--- src/rtl/ps2_kbd_tx.sv ---
// Device-side PS/2 transmitter: a byte FIFO feeds an 11-bit frame serialiser that drives
// ps2_clk/ps2_data, with host-inhibit abort and whole-frame retry.
module ps2_kbd_tx #(
  parameter int CLK_DIV = 2500,
  parameter int GAP_CYC = 5000,
  parameter int DEPTH   = 8
) (
  input  logic                   clk,
  input  logic                   reset,
  input  logic [7:0]             in_data,
  input  logic                   in_valid,
  output logic                   in_ready,
  input  logic                   inhibit,
  output logic                   ps2_clk,
  output logic                   ps2_data,
  output logic                   busy,
  output logic [$clog2(DEPTH):0] level
);
  localparam int AW      = $clog2(DEPTH);
  localparam int LW      = AW + 1;
  localparam int CNT_MAX = (CLK_DIV > GAP_CYC) ? CLK_DIV : GAP_CYC;
  localparam int CW      = $clog2(CNT_MAX);

  typedef enum logic [1:0] {S_IDLE, S_HIGH, S_LOW, S_GAP} state_t;

  state_t          state, state_n;
  logic [CW-1:0]   cnt, cnt_n;
  logic [3:0]      idx, idx_n;
  logic [10:0]     frame, frame_n;
  logic            retry, retry_n;
  logic [LW-1:0]   level_n;
  logic [AW-1:0]   rd_ptr, wr_ptr;
  logic [7:0]      mem [DEPTH];
  logic [7:0]      head;
  logic            push, pop, try_start, drive;

  assign push  = in_valid & in_ready;
  assign head  = mem[rd_ptr];
  assign drive = ((state == S_HIGH) || (state == S_LOW)) && !inhibit;

  // NOTE: storage array has no reset; emptiness is tracked by the pointers and level only.
  always_ff @(posedge clk) begin
    if (push) mem[wr_ptr] <= in_data;
  end

  // NOTE: every next-state value gets its default first so no path leaves it unassigned.
  always_comb begin
    state_n   = state;
    cnt_n     = cnt;
    idx_n     = idx;
    frame_n   = frame;
    retry_n   = retry;
    try_start = 1'b0;
    pop       = 1'b0;
    unique case (state)
      S_IDLE: try_start = 1'b1;
      S_HIGH, S_LOW: begin
        if (inhibit) begin
          // Host grabbed the clock: a frame cut during its stop bit still counts as sent.
          state_n = S_GAP;
          cnt_n   = '0;
          retry_n = (idx != 4'd10);
        end else if (cnt == CW'(CLK_DIV - 1)) begin
          cnt_n = '0;
          if (state == S_HIGH) begin
            state_n = S_LOW;
          end else if (idx == 4'd10) begin
            state_n = S_GAP;
          end else begin
            state_n = S_HIGH;
            idx_n   = idx + 4'd1;
          end
        end else begin
          cnt_n = cnt + 1'b1;
        end
      end
      S_GAP: begin
        if (cnt == CW'(GAP_CYC - 1)) begin
          // Fold the idle decision into the last gap cycle so back-to-back frames are
          // separated by exactly GAP_CYC idle cycles on the lines.
          state_n   = S_IDLE;
          cnt_n     = '0;
          try_start = 1'b1;
        end else begin
          cnt_n = cnt + 1'b1;
        end
      end
      default: state_n = S_IDLE;
    endcase

    if (try_start && (retry || (level != '0)) && !inhibit) begin
      state_n = S_HIGH;
      cnt_n   = '0;
      idx_n   = '0;
      retry_n = 1'b0;
      if (!retry) begin
        frame_n = {1'b1, ~^head, head, 1'b0};
        pop     = 1'b1;
      end
    end
  end

  always_comb begin
    level_n = level;
    if (push && !pop)      level_n = level + 1'b1;
    else if (!push && pop) level_n = level - 1'b1;
  end

  // NOTE: all state and output registers use non-blocking assignment so every flop samples
  // pre-edge values regardless of statement order.
  always_ff @(posedge clk) begin
    if (!reset) begin
      state    <= S_IDLE;
      cnt      <= '0;
      idx      <= '0;
      frame    <= '1;
      retry    <= 1'b0;
      rd_ptr   <= '0;
      wr_ptr   <= '0;
      level    <= '0;
      in_ready <= 1'b1;
      busy     <= 1'b0;
      ps2_clk  <= 1'b1;
      ps2_data <= 1'b1;
    end else begin
      state    <= state_n;
      cnt      <= cnt_n;
      idx      <= idx_n;
      frame    <= frame_n;
      retry    <= retry_n;
      level    <= level_n;
      if (push) wr_ptr <= wr_ptr + 1'b1;
      if (pop)  rd_ptr <= rd_ptr + 1'b1;
      in_ready <= (level_n < LW'(DEPTH));
      busy     <= (state_n != S_IDLE) || (level_n != '0) || retry_n;
      // Lines follow the current phase one edge later; inhibit forces them idle at once.
      ps2_clk  <= !((state == S_LOW) && !inhibit);
      ps2_data <= drive ? frame[idx] : 1'b1;
    end
  end

endmodule

--- config.mk ---
export PLATFORM = sky130hd
export DESIGN_NAME = ps2_kbd_tx
export DESIGN_NICKNAME = d
export VERILOG_FILES = /design/src/rtl/ps2_kbd_tx.sv
export SDC_FILE = /design/constraint.sdc
export NUM_CORES = 1
export LEC_CHECK = 0
export CORE_AREA = 2 2 101 103
export DETAILED_ROUTE_END_ITERATION = 10
export DIE_AREA = 0 0 103 105
export GPL_TIMING_DRIVEN = 1
export PLACE_DENSITY = 0.67
export SETUP_SLACK_MARGIN = 0.02
export SLEW_MARGIN = 20
export SYNTH_ARGS = -nofsm -noshare
export SYNTH_HDL_FRONTEND = slang
export SYNTH_SLANG_ARGS = --single-unit
--- constraint.sdc ---
create_clock -name clk -period 4.1 [get_ports clk]
set_clock_uncertainty 0.15 [all_clocks]
set_input_delay 0.82 -clock clk [delete_from_list [all_inputs] [get_ports clk]]
set_output_delay 0.82 -clock clk [all_outputs]
set_load 0.1 [all_outputs]
After elaboration in Yosys (flattened, before gate mapping) --
Memory sizes are Yosys's and may differ from the RTL's. A register that Yosys moved wholly into a read port is not among the register bits. Cells that the tools add are included.
Storage, ports and cells: register bits after elaboration 44, latch bits 0, memory bits (writable) 64, ROM bits 0, bits of input ports 12, output and inout port bits 8, logic and storage cells 85, memories kept 1
Cells by class: $add $sub $neg 6, $mul 0, div/mod/pow operators 0, magnitude comparators 2, eq/ne operators 7, shift operators 0, muxes and demuxes 26, bitwise operators 6, reductions and logical operators 25
Memory list:
- mem | words 8, bits a word 8, rd ports 1, clocked after Yosys merged registers in 1, write ports 1, line 33 | logic [7:0] mem [DEPTH];
Operators with widths (number):
- 13-bit 2-to-1 mux | 3
- 13-bit one-hot mux with 2 select lines | 1
- 13-bit by 1-bit adder with 13-bit output, second input constant | 1
- 13-bit by 12-bit == test with 1-bit output, second input constant | 1
- 13-bit == test, second input constant | 1
- 2-bit 2-to-1 mux | 6
- 1-bit 2-to-1 mux | 9
- 4-bit by 1-bit adder with 4-bit output, second input constant | 2
- 4-bit 2-to-1 mux | 2
- 4-bit nonzero test | 2
- 8-bit XNOR reduction | 1
- 3-bit by 1-bit adder with 3-bit output, second input constant | 2
- 1-bit logical AND | 6
- 3-bit 2-to-1 mux | 2
- 4-bit by 5-bit less-than comparator with 1-bit output, second input constant | 1
- 1-bit inverter | 5
- 5-bit AND reduction | 1
- 1-bit binary-select mux with 4-bit select | 1
- 2-bit == test, second input constant | 2
- 4-bit == test, second input constant | 1
- 1-bit zero test | 4
- 1-bit logical OR | 4
- 4-bit less-than comparator, second input constant | 1
- 4-bit inequality test, second input constant | 1
- other kinds (9) | 12

Longest topological paths before layout --
depth in word-level cells 12, gate-level depth with buffers 10, mapped depth without buffers 9

Worst setup path after synthesis --
No wires, ideal clock.
kind register -> register, from register level[1], to register busy, setup time 0.125 ns, data arrival time 2.892 ns, required time 3.825 ns, setup slack 0.933 ns, cell stages (with the launch flop) 10, path buffers 0, clock period less this slack 3.167 ns, path through dfxtp_1 inv_1 ha_1 nor3b_1 nor4b_1 a41oi_2 nor3_1 a31oi_2 xnor2_1 o41a_1
On the way: longest elaborated chain between the ends 11, elaborated cells between the ends (all ways) 18, those cells by class add/sub: 2; mux: 5; reduce/logical: 11
RTL lines:
- from (decl) | line 17 | output logic [$clog2(DEPTH):0] level
- from (signal assigned) | line 131 | level <= level_n;
- 4-bit nonzero test | line 91 | if (try_start && (retry || (level != '0)) && !inhibit) begin
- 1-bit logical OR | line 91
- 1-bit logical AND (2 in series) | line 91
- 1-bit 2-to-1 mux | line 91
- 1-bit logical AND / 1-bit zero test (equally long branches) | line 106, 105
- 4-bit 2-to-1 mux / 1-bit logical AND (equally long branches) | line 106, 105
- 4-bit 2-to-1 mux | line 105 | if (push && !pop) level_n = level + 1'b1;
- 4-bit nonzero test | line 135 | busy <= (state_n != S_IDLE) || (level_n != '0) || retry_n;
- 1-bit logical OR | line 135
- 1-bit logical OR * | line 135
- to (signal assigned) | line 135
- to (decl) | line 16 | output logic busy,
Every way passes the cells marked *; elsewhere a longest branch is shown, timed or not. A chain may end at the register's enable or synchronous reset.

Final worst setup path --
from input port inhibit, to register busy
On the way: longest elaborated chain between the ends 9, elaborated cells between the ends (all ways) 18, those cells by class mux: 9; reduce/logical: 9
RTL lines:
- from (decl) | line 13 | input logic inhibit,
- 1-bit zero test | line 91
- 1-bit logical AND | line 91
- 1-bit 2-to-1 mux | line 91
- 1-bit logical AND / 1-bit zero test (equally long branches) | line 106, 105
- 4-bit 2-to-1 mux / 1-bit logical AND (equally long branches) | line 106, 105
- 4-bit 2-to-1 mux | line 105
- 4-bit nonzero test | line 135
- 1-bit logical OR | line 135
- 1-bit logical OR * | line 135
Marked as above.

==> summary.txt <==
Outcome
  • Status: finished clean

STA
  • Fmax: 321 MHz
  • RSZ-0062 raised after global routing: no
  • Final period util: 75.9%
  • Worst-Margin Slew: 0.967 ns
  • Setup TNS: 0 ns
  • Final Max Slew Viols: 0
  • Period minus WS final: 3.11 ns
  • Setup ws final: 0.988 ns
  • Endpoints failing setup: 0
  • Hold Slack: 0.299 ns
  • Slew margin rel.: 35.3%
  • Hold Fails Final Rpt: 0

Synthesis
  • Sequential share of the synthesized area: 59.7%
  • Synthesized flop and latch total: 111
  • Area leader, netlist: edfxtp_1
  • Synth top area cells: edfxtp_1, dfxtp_1, mux4_2
  • Synth warn: 0
  • Post-synth top flop: edfxtp_1
  • Number of library cell types mapped by synthesis: 53
  • Cells after Synth: 380
  • Post-synth ARST share: 0%
  • Syn Std Cell Area: 0.00480 mm2
  • Post-synth EDFFs: 64
  • Syn_nets: 404
  • Syn avg cell area: 12.6 um2
  • Yosys top cell area share: 40.1%

Hold path
  • Hold depth: 2
  • Hold Crit Start: frame[0]
  • Worst hold path class: reg -> reg
  • Worst Hold End: frame[0]

Clocking
  • Hold Buf Count CTS: 0
  • Clk sinks: 111
  • Clock Tree Buf Depth: 2
  • Worst-skew pair later-pin latency: 0.38 ns
  • CTS tree: yes
  • Num CTS Buffers: 9
  • Root Buffer: clkbuf_8
  • Postcts setup bufs: 0
  • Total of cells resized after clock tree synthesis: 0
  • Max H-tree Level: 3
  • CTS clk-pin slew, worst paths: 0.11 ns

Route
  • Routed Wire Length: 8390 um
  • Routed vias/inst: 5.39
  • DRC viols: 0
  • Met3 wire len: 198 um
  • Drt first pass iters: 4
  • Routed length on met2: 4140 um
  • Post-DRT Antenna Nets: 0
  • Wirelength per Cell: 15.5 um
  • M1 WL: 3950 um
  • Initial drt markers: 115
  • Vias: 2925
  • Highest metal used: met4

Power
  • Clock power frac: 21.9%
  • Leak: 1.83 nW
  • Net Sw Power: 0.00119 W
  • Sw Ratio: 36.5%
  • Max IR drop VDD: 0.000322 V
  • Internal: 0.00207 W
  • Comb pwr share: 34.7%
  • PD cells: 605 mW/mm2
  • Sequential Power Share: 43.4%

Finish
  • Fill cell count: 839
  • Area Overhead vs Synth: 12.4%
  • Design area: 0.00539 mm2
  • Diode count: 0
  • Layout cells sized above 1: 11.5%
  • Layout Utilization: 56.0%
  • Nets: 429

Critical path
  • CP Capture Type: register
  • Crit path max-delay cell type: clkdlybuf4s50_1
  • Crit path cell chain: clkdlybuf4s50_1, nor2_1, nor4b_1, a41oi_2, buf_4, a41oi_1, o41a_1
  • Crit Reg-Reg Endpoint: busy
  • Reg-to-reg critical path startpoint: cnt[0]
  • Worst reg2reg path depth: 8
  • Delay of the slowest cell on the worst path: 0.65 ns
  • R2r setup slk: 1.09 ns
  • Top delay family on crit path: compound AO/OA/AOI/OAI gates
  • CP Max Fanout: 20
  • Worst endpoint required time: 4.22 ns
  • Critical path class: in -> reg
  • CP arrival: 3.23 ns
  • Setup crit start kind: input port
  • Worst Path Buf+Inv: 2

Global routing
  • Largest net degree at the start of global routing: 28
  • Global route total overflow: 0
  • Total track usage: 16.9%
  • First-pass GRT wire length: 14000 um
  • Vias in the first global route: 2844
  • Antenna violations before repair: 0

Place
  • Dpl ws: 0.605 ns
  • I/O Buffers: 19
  • Gpl congestion: 0.810
  • Detailed Place HPWL: 5830 um
  • Placement Cell Area: 0.00516 mm2

Die
  • Die width: 103 um
  • CORE AREA: 0.00964 mm2
  • Initial Util: 49.8%
  • DIE AREA: 0.0108 mm2
  • I/O pin total: 20
  • # rows: 36
  • Die height: 105 um

Job
  • Max cap viols: 0
==> stage by stage <==
stage | instances | total power, W
after floorplan | 380 | 0.00233
after global placement | 527 | 0.00256
after detailed placement | 527 | 0.00258
after CTS | 543 | 0.00329
after global routing | 543 | 0.00344
final | 543 | 0.00326
==> placed cells by master (no fill, tap or decap), types with 3 or more instances in the layout <==
cell / synthesis / routed
a21o_1: 3 / 3
buf_4: 0 / 11
o21ai_0: 12 / 12
nand2_1: 32 / 32
dfxtp_1: 47 / 47
or3_1: 4 / 4
a21boi_0: 3 / 3
mux2i_1: 19 / 19
xor2_1: 9 / 9
clkbuf_8: 0 / 9
and2_1: 7 / 7
clkdlybuf4s50_1: 0 / 19
mux4_2: 10 / 10
a22oi_1: 9 / 9
nand4_1: 5 / 5
nor3_1: 7 / 7
and3_1: 5 / 5
nor2b_1: 10 / 10
ha_1: 12 / 12
edfxtp_1: 64 / 64
inv_1: 12 / 12
nand2b_1: 4 / 4
o211ai_1: 10 / 10
xnor2_1: 17 / 17
a21oi_1: 7 / 7
nor2_1: 27 / 27
==> worst max path at each step <==
stage                        start   end  slack (ns)  depth (start not counted)
final                      inhibit  busy        0.99                          7
after global routing        cnt[0]  busy        0.78                          8
after CTS                  inhibit  busy        1.03                          7
after detailed placement   inhibit  busy        0.61                          7
after global placement     inhibit  busy        0.65                          7
after floorplan           level[1]  busy        0.93                          9
==> state kept, by name, summed over array words and instances, names as in the netlist, named ones only <==
signal,cells
busy,1
ps2_data,1
frame,10
mem,64
retry,1
rd_ptr,3
state,2
ps2_clk,1
in_ready,1
idx,4
cnt,13
wr_ptr,3
level,4
==> layer usage <==
layer  global-route usage, %  vias to the layer above
li1                        -                     1441
met3                    4.01                       10
met5                       0                        -
met4                    4.79                        0
met2                    26.9                       32
met1                    23.0                     1442
==> Yosys cell counts (4+ instances only) <==
library cell and n:
a21oi_1 7, inv_1 12, ha_1 12, nor2_1 27
nand4_1 5, buf_2 4, a22oi_1 9, xnor2_1 17
nand2_1 32, o21ai_0 12, dfxtp_1 47, nor2b_1 10
and2_1 7, xor2_1 9, clkbuf_1 10, edfxtp_1 64
o211ai_1 10, or3_1 4, and3_1 5, nand2b_1 4
mux4_2 10, mux2i_1 19, nor3_1 7
==> worst reg2reg max path, stage by stage (launching register included) <==
cell	delay [ns]
dfxtp_1	0.42
ha_1	0.27
nand4b_1	0.20
nor4_4	0.39
a41oi_2	0.41
maj3_2	0.44
a22oi_1	0.24
nand2_1	0.08
o41a_1	0.30
==> logic make-up (layout without fill, tap and decap cells) <==
family	count (synthesis)	after routing	share of synthesized area, %
mux	29	29	8.66
xor+xnor	26	26	4.75
simple gates	117	117	12.8
buf+inv	28	58	2.45
compound gates	56	56	8.29
fa+ha+maj	13	13	3.36
flops	111	111	59.7
==> final cells by class <==
type | count | area (um2) | share of cell area [%]
sequential | 111 | 2860 | 53.1
multi-input combinational | 241 | 1820 | 33.7
timing repair buffer | 30 | 273 | 5.06
tap | 133 | 166 | 3.09
clock buffer | 9 | 124 | 2.30
clock inverter | 7 | 106 | 1.97
inverter | 12 | 45.0 | 0.835
==> power groups by stage <==
stage / Sequential [W] / Clock, W / Combinational [W]
final: 0.00141 / 0.000715 / 0.00113
after global routing: 0.00143 / 0.000772 / 0.00124
after CTS: 0.00142 / 0.000734 / 0.00114
after detailed placement: 0.00144 / 0 / 0.00114
after global placement: 0.00144 / 0 / 0.00112
after floorplan: 0.00157 / 0 / 0.000760
(Power assumes the default switching activity.)
